[src/rtl/vec_mac_unit.sv]
// Multi-cycle signed packed-vector dot-product / MAC unit.
// One lane per cycle into a non-wrapping partial sum, then sat/wrap to ACC_W.
module vec_mac_unit #(
   parameter int LANES  = 2,
   parameter int ELEM_W = 16,
   parameter int ACC_W  = 32,
   parameter int SAT    = 1
) (
   input  logic                      clk,
   input  logic                      reset,
   input  logic                      in_valid,
   output logic                      in_ready,
   input  logic [1:0]                op,
   input  logic [LANES*ELEM_W-1:0]   a,
   input  logic [LANES*ELEM_W-1:0]   b,
   output logic                      out_valid,
   input  logic                      out_ready,
   output logic [ACC_W-1:0]          result,
   output logic                      overflow,
   output logic                      busy
);

   localparam int LG     = (LANES > 1) ? $clog2(LANES) : 0;
   localparam int CNT_W  = (LANES > 1) ? $clog2(LANES) : 1;
   localparam int PSUM_W = 2*ELEM_W + LG + 1;
   localparam int FULL_W = ((PSUM_W > ACC_W) ? PSUM_W : ACC_W) + 1;
   localparam int VEC_W  = LANES*ELEM_W;

   localparam logic [1:0] OP_DOT    = 2'b00;
   localparam logic [1:0] OP_DOTACC = 2'b01;
   localparam logic [1:0] OP_RELU   = 2'b10;
   localparam logic [1:0] OP_CLR    = 2'b11;

   typedef enum logic [1:0] {IDLE, RUN, DONE} state_t;

   state_t                    state;
   logic [VEC_W-1:0]          a_q;
   logic [VEC_W-1:0]          b_q;
   logic [1:0]                op_q;
   logic [CNT_W-1:0]          cnt;
   logic signed [PSUM_W-1:0]  psum;
   logic signed [ACC_W-1:0]   acc;

   logic signed [ELEM_W-1:0]   a_lane;
   logic signed [ELEM_W-1:0]   b_lane;
   logic signed [2*ELEM_W-1:0] prod;
   logic signed [PSUM_W-1:0]   psum_next;
   logic signed [FULL_W-1:0]   ps_ext;
   logic signed [FULL_W-1:0]   acc_ext;
   logic signed [FULL_W-1:0]   full;
   logic [FULL_W-ACC_W:0]      upper;
   logic                       ovf;
   logic [ACC_W-1:0]           sat_val;
   logic [ACC_W-1:0]           f_val;
   logic                       relu_neg;
   logic [ACC_W-1:0]           res_next;
   logic                       ovf_next;
   logic                       last;

   assign in_ready = !reset && (state == IDLE);
   assign busy     = (state != IDLE);

   always_comb begin
      a_lane    = a_q[int'(cnt)*ELEM_W +: ELEM_W];
      b_lane    = b_q[int'(cnt)*ELEM_W +: ELEM_W];
      prod      = a_lane * b_lane;
      psum_next = psum + {{(PSUM_W-2*ELEM_W){prod[2*ELEM_W-1]}}, prod};
      ps_ext    = {{(FULL_W-PSUM_W){psum_next[PSUM_W-1]}}, psum_next};
      acc_ext   = {{(FULL_W-ACC_W){acc[ACC_W-1]}}, acc};
      full      = (op_q == OP_DOTACC) ? acc_ext + ps_ext : ps_ext;
      // In range iff every bit from the ACC_W sign bit upward agrees.
      upper     = full[FULL_W-1:ACC_W-1];
      ovf       = !((&upper) || !(|upper));
      sat_val   = full[FULL_W-1] ? {1'b1, {(ACC_W-1){1'b0}}}
                                 : {1'b0, {(ACC_W-1){1'b1}}};
      f_val     = ((SAT != 0) && ovf) ? sat_val : full[ACC_W-1:0];
      relu_neg  = (op_q == OP_RELU) && psum_next[PSUM_W-1];
      res_next  = relu_neg ? '0 : f_val;
      ovf_next  = relu_neg ? 1'b0 : ovf;
      last      = (cnt == CNT_W'(LANES-1));
   end

   always_ff @(posedge clk or posedge reset) begin
      if (reset) begin
         state     <= IDLE;
         a_q       <= '0;
         b_q       <= '0;
         op_q      <= OP_DOT;
         cnt       <= '0;
         psum      <= '0;
         acc       <= '0;
         result    <= '0;
         overflow  <= 1'b0;
         out_valid <= 1'b0;
      end else begin
         unique case (state)
            IDLE: begin
               if (in_valid) begin
                  a_q   <= a;
                  b_q   <= b;
                  op_q  <= op;
                  psum  <= '0;
                  cnt   <= '0;
                  state <= (op == OP_CLR) ? DONE : RUN;
               end
            end
            RUN: begin
               psum <= psum_next;
               if (last) begin
                  result    <= res_next;
                  overflow  <= ovf_next;
                  out_valid <= 1'b1;
                  if (op_q == OP_DOTACC) acc <= res_next;
                  state     <= DONE;
               end else begin
                  cnt <= cnt + CNT_W'(1);
               end
            end
            DONE: begin
               // CLR enters DONE without a result; publish it one edge later.
               if (!out_valid) begin
                  result    <= '0;
                  overflow  <= 1'b0;
                  acc       <= '0;
                  out_valid <= 1'b1;
               end else if (out_ready) begin
                  out_valid <= 1'b0;
                  state     <= IDLE;
               end
            end
            default: state <= IDLE;
         endcase
      end
   end

endmodule

[config.mk]
export PLATFORM = sky130hd
export DESIGN_NAME = vec_mac_unit
export DESIGN_NICKNAME = d
export VERILOG_FILES = /design/src/rtl/vec_mac_unit.sv
export SDC_FILE = /design/constraint.sdc
export NUM_CORES = 1
export LEC_CHECK = 0
export CAP_MARGIN = 20
export CORE_MARGIN = 2
export CORE_UTILIZATION = 36
export CTS_BUF_LIST = sky130_fd_sc_hd__clkbuf_16
export DETAILED_ROUTE_END_ITERATION = 6
export PLACE_DENSITY = 0.59
export SLEW_MARGIN = 10
export SYNTH_ARGS = -nofsm -noshare
export SYNTH_HDL_FRONTEND = slang
export SYNTH_SLANG_ARGS = --single-unit
[constraint.sdc]
create_clock -name clk -period 14.1 [get_ports clk]
set_input_delay 2.82 -clock clk [delete_from_list [all_inputs] [get_ports clk]]
set_output_delay 2.82 -clock clk [all_outputs]
set_load 0.05 [all_outputs]
# == Yosys cells after proc, flatten, opt, wreduce, memory -nomap -nowiden ==
# Index checks and enable logic that the tools add are counted.
# word_totals
input_bits,70
regBits,169
wordCells,74
# classes
add_sub_neg,3
n_mul,1
shift,2
eq_ne,11
n_mux,29
reduce_logical,18
# op_table
operator,count
2-to-1 mux 32 bit,7
case mux 32 bit (2 select lines),2
case mux 34 bit (2 select lines),1
variable part select 32 x 6 -> 16 bit,2
adder 32 x 34 -> 35 bit,1
2-to-1 mux 35 bit,1
adder 34 bit,1
2-to-1 mux 34 bit,1
multiplier 16 x 16 -> 32 bit,1
!= test 2 bit (second input constant),6
AND reduction 4 bit,3
2-to-1 mux 2 bit,5
2-to-1 mux 1 bit,8
== test 2 bit (second input constant),3
case mux 1 bit (2 select lines),3
case mux 2 bit (3 select lines),1
AND reduction 2 bit,3
nonzero test 2 bit,3
== test 2 x 1 -> 1 bit (second input constant),2
OR reduction 4 bit,1
zero test 1 bit,3
AND reduction 3 bit,1
logical AND 1 bit,2
zero test 2 bit,1
other kinds (2),2

# == Depth between registers and ports, before layout ==
# Gate-level depths: netlist of run 1.
# depth
depth_word,13
depth_mapped,49

# == Least setup slack after synthesis of run 1 ==
# No wires, ideal clock.
# synth_timing
path_type,reg-to-reg
start,reg cnt
end,reg result[15]
t_arrival_ps,11214
setup_ps,92
path_stages_with_launch,47
t_required_ps,14008
path_slack_ps,2794
synth_period_minus_slack_ps,11306
path_buffers,4
cell_sequence,dfrtp_1 > clkbuf_1 > clkbuf_1 > buf_1 > mux2i_1 > nor2_1 > fa_1 > inv_1 > fa_1 > fa_1 > fa_1 > inv_1 > fa_1 > inv_1 > fa_1 > inv_1 > ha_1 > nand4_1 > [... 11 more ...] > inv_1 > a311o_1 > a31o_2 > a21oi_1 > xnor2_1 > ha_1 > nand4_2 > or4_1 > nand2b_1 > o31a_1 > and2_1 > o21ai_1 > mux2_2 > a32oi_2 > a2bb2oi_4 > buf_6 > a211oi_2 > o31ai_2
# synth_via
elab_chain_len,12
# synth_rtl
element,line,rtl
"start, declared",40,logic [CNT_W-1:0] cnt;
"start signal, assigned",116,cnt <= cnt + CNT_W'(1);
variable part select 32 x 6 -> 16 bit (on tied branches),"64, 65",
multiplier 16 x 16 -> 32 bit,66,prod = a_lane * b_lane;
adder 34 bit,67,"psum_next = psum + {{(PSUM_W-2*ELEM_W){prod[2*ELEM_W-1]}}, prod};"
adder 32 x 34 -> 35 bit,70,full = (op_q == OP_DOTACC) ? acc_ext + ps_ext : ps_ext;
2-to-1 mux 35 bit,70,
OR reduction 4 bit,73,ovf = !((&upper) || !(|upper));
zero test 1 bit,73,
logical OR 1 bit,73,
2-to-1 mux 32 bit,76,f_val = ((SAT != 0) && ovf) ? sat_val : full[ACC_W-1:0];
2-to-1 mux 32 bit,78,res_next = relu_neg ? '0 : f_val;
2-to-1 mux 32 bit,109,if (last) begin
case mux 32 bit (2 select lines),96,unique case (state)
"end signal, assigned",110,result <= res_next;
"end, declared",18,"output logic [ACC_W-1:0] result,"
# Parallel ways exist; a longest one is shown, timed or not. The select of a mux whose other input is x is not followed.
# A chain may end at the register's enable or synchronous reset.

# == Worst setup path in the final report of run 1 ==
# layout_timing
start,reg cnt
end,reg acc[10]
# layout_via
elab_chain_len,13
# layout_rtl
element,line,rtl
variable part select 32 x 6 -> 16 bit (on tied branches),"64, 65",
multiplier 16 x 16 -> 32 bit,66,
adder 34 bit,67,
adder 32 x 34 -> 35 bit,70,
2-to-1 mux 35 bit,70,
OR reduction 4 bit,73,
zero test 1 bit,73,
logical OR 1 bit,73,
2-to-1 mux 32 bit,76,
2-to-1 mux 32 bit,78,
2-to-1 mux 32 bit,113,if (op_q == OP_DOTACC) acc <= res_next;
2-to-1 mux 32 bit,109,
case mux 32 bit (2 select lines),96,
"end signal, assigned",113,
"end, declared",42,logic signed [ACC_W-1:0] acc;
# Parallel ways exist; a longest one is shown, timed or not. The select of a mux whose other input is x is not followed.

==> reports/results.txt, run 1 <==
crit path kind -> flip-flop to flip-flop
IO Pins -> 106
CP max FO -> 31
status -> finished clean
synthesized flop and latch total -> 169
Area growth syn-to-layout -> 12.3%
CTS hold repair buffers -> 0
GRT Total Usage -> 19.5%
DR WL/cell -> 18.4 µm
Critical path buffers and inverters -> 6
commonest non-fill, non-tap cell in the layout -> inv_1
chip width -> 242 µm
clk buf depth -> 2
CP arrival -> 13.79 ns
global-route wire length before repair -> 89.1 mm
proportion of layout cells with a drive suffix above 1 -> 9.58%
number of synthesized flops with an enable pin -> 0
CTS sink count -> 169
Finish-stage setup viols -> 0
Required @ worst endpoint -> 14.52 ns
yosys warns -> 0
I/O Buffers -> 105
nets -> 2737
initial detailed-routing violation count -> 1003
Worst-Skew Late Latency -> 0.51 ns
CTS tree -> yes
Max Cap Violations -> 0
# fillers -> 5548
Max-slew headroom -> 19.7%
First-pass DRT Iterations -> 7
diode count -> 0
Setup Buffers After CTS -> 0
Worst Setup End Kind -> flip-flop
fmax -> 74.8 MHz
total gr overflow -> 0
H-tree level count -> 4
Worst path max stage delay -> 0.98 ns
vias per cell -> 5.19
ANT nets after route -> 0
Synth async-reset ratio -> 100%
initial antenna violation count -> 0
crit path launch type -> flip-flop
post-synthesis instance area -> 20400 µm²
Die ar. -> 58600 µm²
Post-Synthesis Cells -> 2178
worst-margin pin slew -> 1.17 ns
Syn Nets -> 2663
largest area contributor in the netlist -> fa_1
top post-synthesis cells by area -> fa_1 26%, dfrtp_1 21%, ha_1 9.3%
RSZ-0062 raised after global routing -> no
distinct cell type count after synthesis -> 77
clock buffer count from CTS -> 17
core box area -> 56200 µm²
CTS clock-pin slew for the worst setup and hold paths -> 0.08 ns
average cell area after synthesis -> 9.37 µm²
GP Congestion -> 0.921
Synth Flop Type -> dfrtp_1
CP top delay family -> compound AO/OA/AOI/OAI gates
DRT Wirelength -> 55.5 mm
CTS Root Cell -> clkbuf_16
placed cells -> 2987
via count -> 15694
Hold WS -> 0.495 ns
Row Count -> 87
initial core utilization -> 36.3%
vias in the first global route -> 16302
skew final -> 0.0203 ns
HPWL after DPL -> 44.7 mm
setup_tns -> 0 ns
Tmin final -> 13.37 ns
endpoints failing hold -> 0
sequential share of the synthesized area -> 20.7%
Die Y -> 242 µm
Pins Over Slew Limit -> 0
largest net degree at the start of global routing -> 103
most frequent cells in the layout -> 327 x inv_1, 264 x fa_1, 237 x nand2_1, 200 x nor2_1, 168 x dfrtp_1
Crit-path slowest cell -> mux2i_1
DRC violations left -> 0
Crit path top cell by count -> fa_1
fin cells -> 3021
fin crit share -> 94.8%
Synth top area share -> 25.9%
Worst Hold Class -> flip-flop to flip-flop
-- synthesized netlist by cell type (6+ instances only) --
master / n
nor3_1: 15
buf_1: 8
nand4_1: 11
inv_1: 327
or2_2: 12
mux2i_1: 30
ha_1: 151
nand3_1: 16
o21a_1: 15
a21oi_1: 90
o22ai_1: 8
o211ai_1: 9
xor2_1: 23
nor2_1: 202
o21ai_2: 19
clkbuf_1: 54
o21bai_1: 14
nor2b_1: 11
nand2_1: 237
o21ai_0: 54
a211oi_1: 16
dfrtp_1: 169
and2_1: 12
mux2_2: 98
fa_1: 264
buf_6: 6
a31oi_1: 12
a211o_1: 6
or3_1: 8
nand2b_1: 16
o21ai_1: 46
a22o_1: 32
a21o_1: 29
o31ai_1: 6
xnor2_1: 71
-- timing repair --
item | in CTS | in global routing
endpoints found under the setup margin | 0 | 1
endpoints found under the hold margin | 0 | 0
gates resized for setup | 0 | 1
-- metal layers --
metal	vias up	track usage [%]	part of all wire [%]
met5	-	0	0
met4	0	6.54	2.6
met3	77	4.22	5.4
met2	364	31.6	48
met1	7921	25.8	44
li1	7332	-	-
-- path summary, 6_finish.rpt --
path                       startpoint          to  slack [ns]  depth (start not counted)
setup reg to reg                  cnt     acc[10]        0.73                         41
max in group asynchronous       reset      b_q[7]        9.65                          4
min in group asynchronous       reset     acc[17]        2.73                          2
hold / removal             result[30]  result[30]        0.50                          2
setup / recovery                  cnt     acc[10]        0.73                         41
hold reg to reg            result[30]  result[30]        0.50                          2
-- worst reg2reg max path: cells and delay by family, from the launching register on --
kind,cells,cell delay (ns)
and+or+nand+nor,6,1.52
buffers and inverters,6,0.86
muxes,2,1.36
AOI/OAI and AO/OA,16,4.42
adders and majority gates,9,3.99
DFF,1,0.76
xor gates and xnor gates,2,0.37
-- per-stage QoR --
| step | setup WS, ns | instance area, µm² | util, % |
|---|---|---|---|
| floorplan | 2.79 | 20400 | - |
| global placement | 0.997 | 22300 | 39.7 |
| detailed placement | 0.969 | 22300 | 39.7 |
| CTS | 0.912 | 22900 | 40.7 |
| global route | 0.0329 | 22900 | 40.8 |
| finish | 0.731 | 22900 | 40.8 |
-- cells by family after synthesis --
kind of cell,Yosys count,share of synthesized area [%]
adder cells (fa/ha/maj),415,35.2
AO/OA/AOI/OAI,415,13.9
flip-flops,169,20.7
multiplexers,128,6.88
buffers and inverters,401,7.65
XOR/XNOR,94,4.04
AND/OR/NAND/NOR,556,11.6
-- sequential cells by signal, summed over array words and instances (netlist names) --
register	cells
state	2
psum	34
op_q	2
cnt	1
b_q	32
a_q	32
out_valid	1
acc	32
result	32
overflow	1
-- layout make-up --
type | count | area (µm²) | share of cell area (%)
Clock buffer | 17 | 425 | 1.86
Clock inverter | 15 | 139 | 0.607
Inverter | 327 | 1230 | 5.38
Multi-Input combinational cell | 1608 | 14700 | 64.0
Sequential cell | 169 | 4230 | 18.5
Tap cell | 756 | 946 | 4.13
Timing Repair Buffer | 129 | 1260 | 5.52
Power of run 1 is left out: the tool's default activity adds up to more than one toggle a clock period on the data nets, which glitch-free logic cannot reach.
==> inputs of run 2 (changes only) <==
Clock period 14.1 ns to 13 ns, I/O delays scaled along.
==> run 2 against run 1 <==
  * The run now ends with design-rule violations left
  * Utilization rose by 0.41 points
  * Count of clock-buffer cells in the layout did not move
  * Via count rose by 1.3%
  * Register-to-register slack improved by 0.15 ns
  * Worst hold slack got worse by 0.012 ns
  * Cell area rose by 1.0%
  * Routed wire length fell by 0.37%
  * Sequential cell count did not move
  * Sequential share of layout area fell by 0.18 points
  * Maximum frequency rose by 10%
  * Die area did not move
  * Clock skew barely moved
  * Critical path type unchanged
  * Critical endpoint is now result[20]
  * Largest cell class unchanged
  * Highest routed layer unchanged
==> reports/results.txt, run 2 (synthesis gave the netlist of run 1 again) <==
status -> complete, but fails checks
failing checks -> design-rule violations
vias in the first global route -> 16452
Area growth syn-to-layout -> 13.4%
Max-slew headroom -> 31.9%
Hold Path Cell Cnt -> 2
crit path kind -> flip-flop to flip-flop
Worst Setup End Kind -> flip-flop
initial antenna violation count -> 2
ANT nets after route -> 0
RSZ-0062 raised after global routing -> no
CTS tree -> yes
GRT Total Usage -> 19.5%
Reg with most FFs -> psum
largest net degree at the start of global routing -> 95
endpoints failing hold -> 0
fin crit share -> 93.2%
proportion of layout cells with a drive suffix above 1 -> 10.3%
diode count -> 0
initial core utilization -> 36.3%
GP Congestion -> 0.913
CP arrival -> 12.50 ns
grt met3 use -> 2.58%
CP max FO -> 35
GRT busiest layer -> met2
Worst-Skew Late Latency -> 0.51 ns
clk buf depth -> 2
DR WL/cell -> 18.2 µm
Worst Hold Class -> flip-flop to flip-flop
clock buffer count from CTS -> 17
most frequent cells in the layout -> 326 x inv_1, 264 x fa_1, 237 x nand2_1, 200 x nor2_1, 168 x dfrtp_1
core box area -> 56200 µm²
fmax -> 82.5 MHz
Row Count -> 87
H-tree level count -> 4
crit path launch type -> flip-flop
Die ar. -> 58600 µm²
met1 Track Usage GR -> 25.9%
initial detailed-routing violation count -> 1136
nets -> 2756
Worst path max stage delay -> 0.74 ns
CTS Root Cell -> clkbuf_16
Finish-stage setup viols -> 0
RR Startpoint -> cnt
Die Y -> 242 µm
met2 Use GR -> 32.5%
via count -> 15903
worst-margin pin slew -> 1.02 ns
CTS sink count -> 169
Max Cap Violations -> 0
I/O Buffers -> 105
HPWL after DPL -> 44.4 mm
total gr overflow -> 0
hold path startpoint -> overflow
setup_tns -> 0 ns
Crit path top cell by count -> fa_1
Worst Setup SP -> cnt
Tmin final -> 12.12 ns
CTS clock-pin slew for the worst setup and hold paths -> 0.08 ns
First-pass DRT Iterations -> 7
r2r worst-path depth -> 40
skew final -> 0.0199 ns
global-route wire length before repair -> 89.5 mm
Final Cell Area -> 23100 µm²
DP Area -> 22500 µm²
Required @ worst endpoint -> 13.38 ns
Largest register FFs -> 34
IO Pins -> 106
chip width -> 242 µm
Crit-path slowest cell -> fa_1
DRT Wirelength -> 55.3 mm
vias per cell -> 5.23
commonest non-fill, non-tap cell in the layout -> inv_1
DRC violations left -> 1
Pins Over Slew Limit -> 0
## run 2: worst paths after layout
path | endpoint | slack [ns]
max | result[20] | 0.88
max reg2reg | result[20] | 0.88
min in group asynchronous | result[18] | 2.71
max in group asynchronous | b_q[11] | 8.97
min reg2reg | overflow | 0.48
min | overflow | 0.48
## run 2: what timing repair did
item                                    CTS  global route
hold buffers                              0             0
gates resized for setup                   0             1
buffers inserted                          0             1
endpoints found under the setup margin    0            40
## run 2: metrics by stage
stage | setup WS (ns) | utilization [%] | hold WS, ns | instances
after global routing | 0.0800 | 41.2 | 0.524 | 3040
after global placement | 1.09 | 40.0 | 0.454 | 3006
final | 0.885 | 41.2 | 0.483 | 3040
after floorplan | 1.69 | - | 0.462 | 2178
after detailed placement | 0.712 | 40.0 | 0.463 | 3006
after CTS | 0.671 | 41.1 | 0.480 | 3038
## run 2: worst max-delay path: cells and delay by family (launching register included)
family | cells | cell delay, ns
DFF | 1 | 0.67
adders and majority gates | 9 | 4.25
muxes | 2 | 0.87
AOI/OAI and AO/OA | 9 | 2.42
xor gates and xnor gates | 1 | 0.34
buffers and inverters | 6 | 0.81
and+or+nand+nor | 13 | 2.60
## run 2: routing by layer
metal,vias up,share of wire (%)
li1,7378,-
met1,7983,43
met5,-,0
met4,0,2.6
met3,77,5.0
met2,465,49
## run 2: final cells by class
cell class / instances / area (µm²)
sequential: 169 / 4230
clock buffer: 17 / 425
clock inverter: 15 / 184
timing repair buffer: 148 / 1450
multi-input combinational: 1608 / 14700
fill: 5545 / 33000
tap: 756 / 946
inverter: 327 / 1230
Power of run 2 is left out for the same reason.
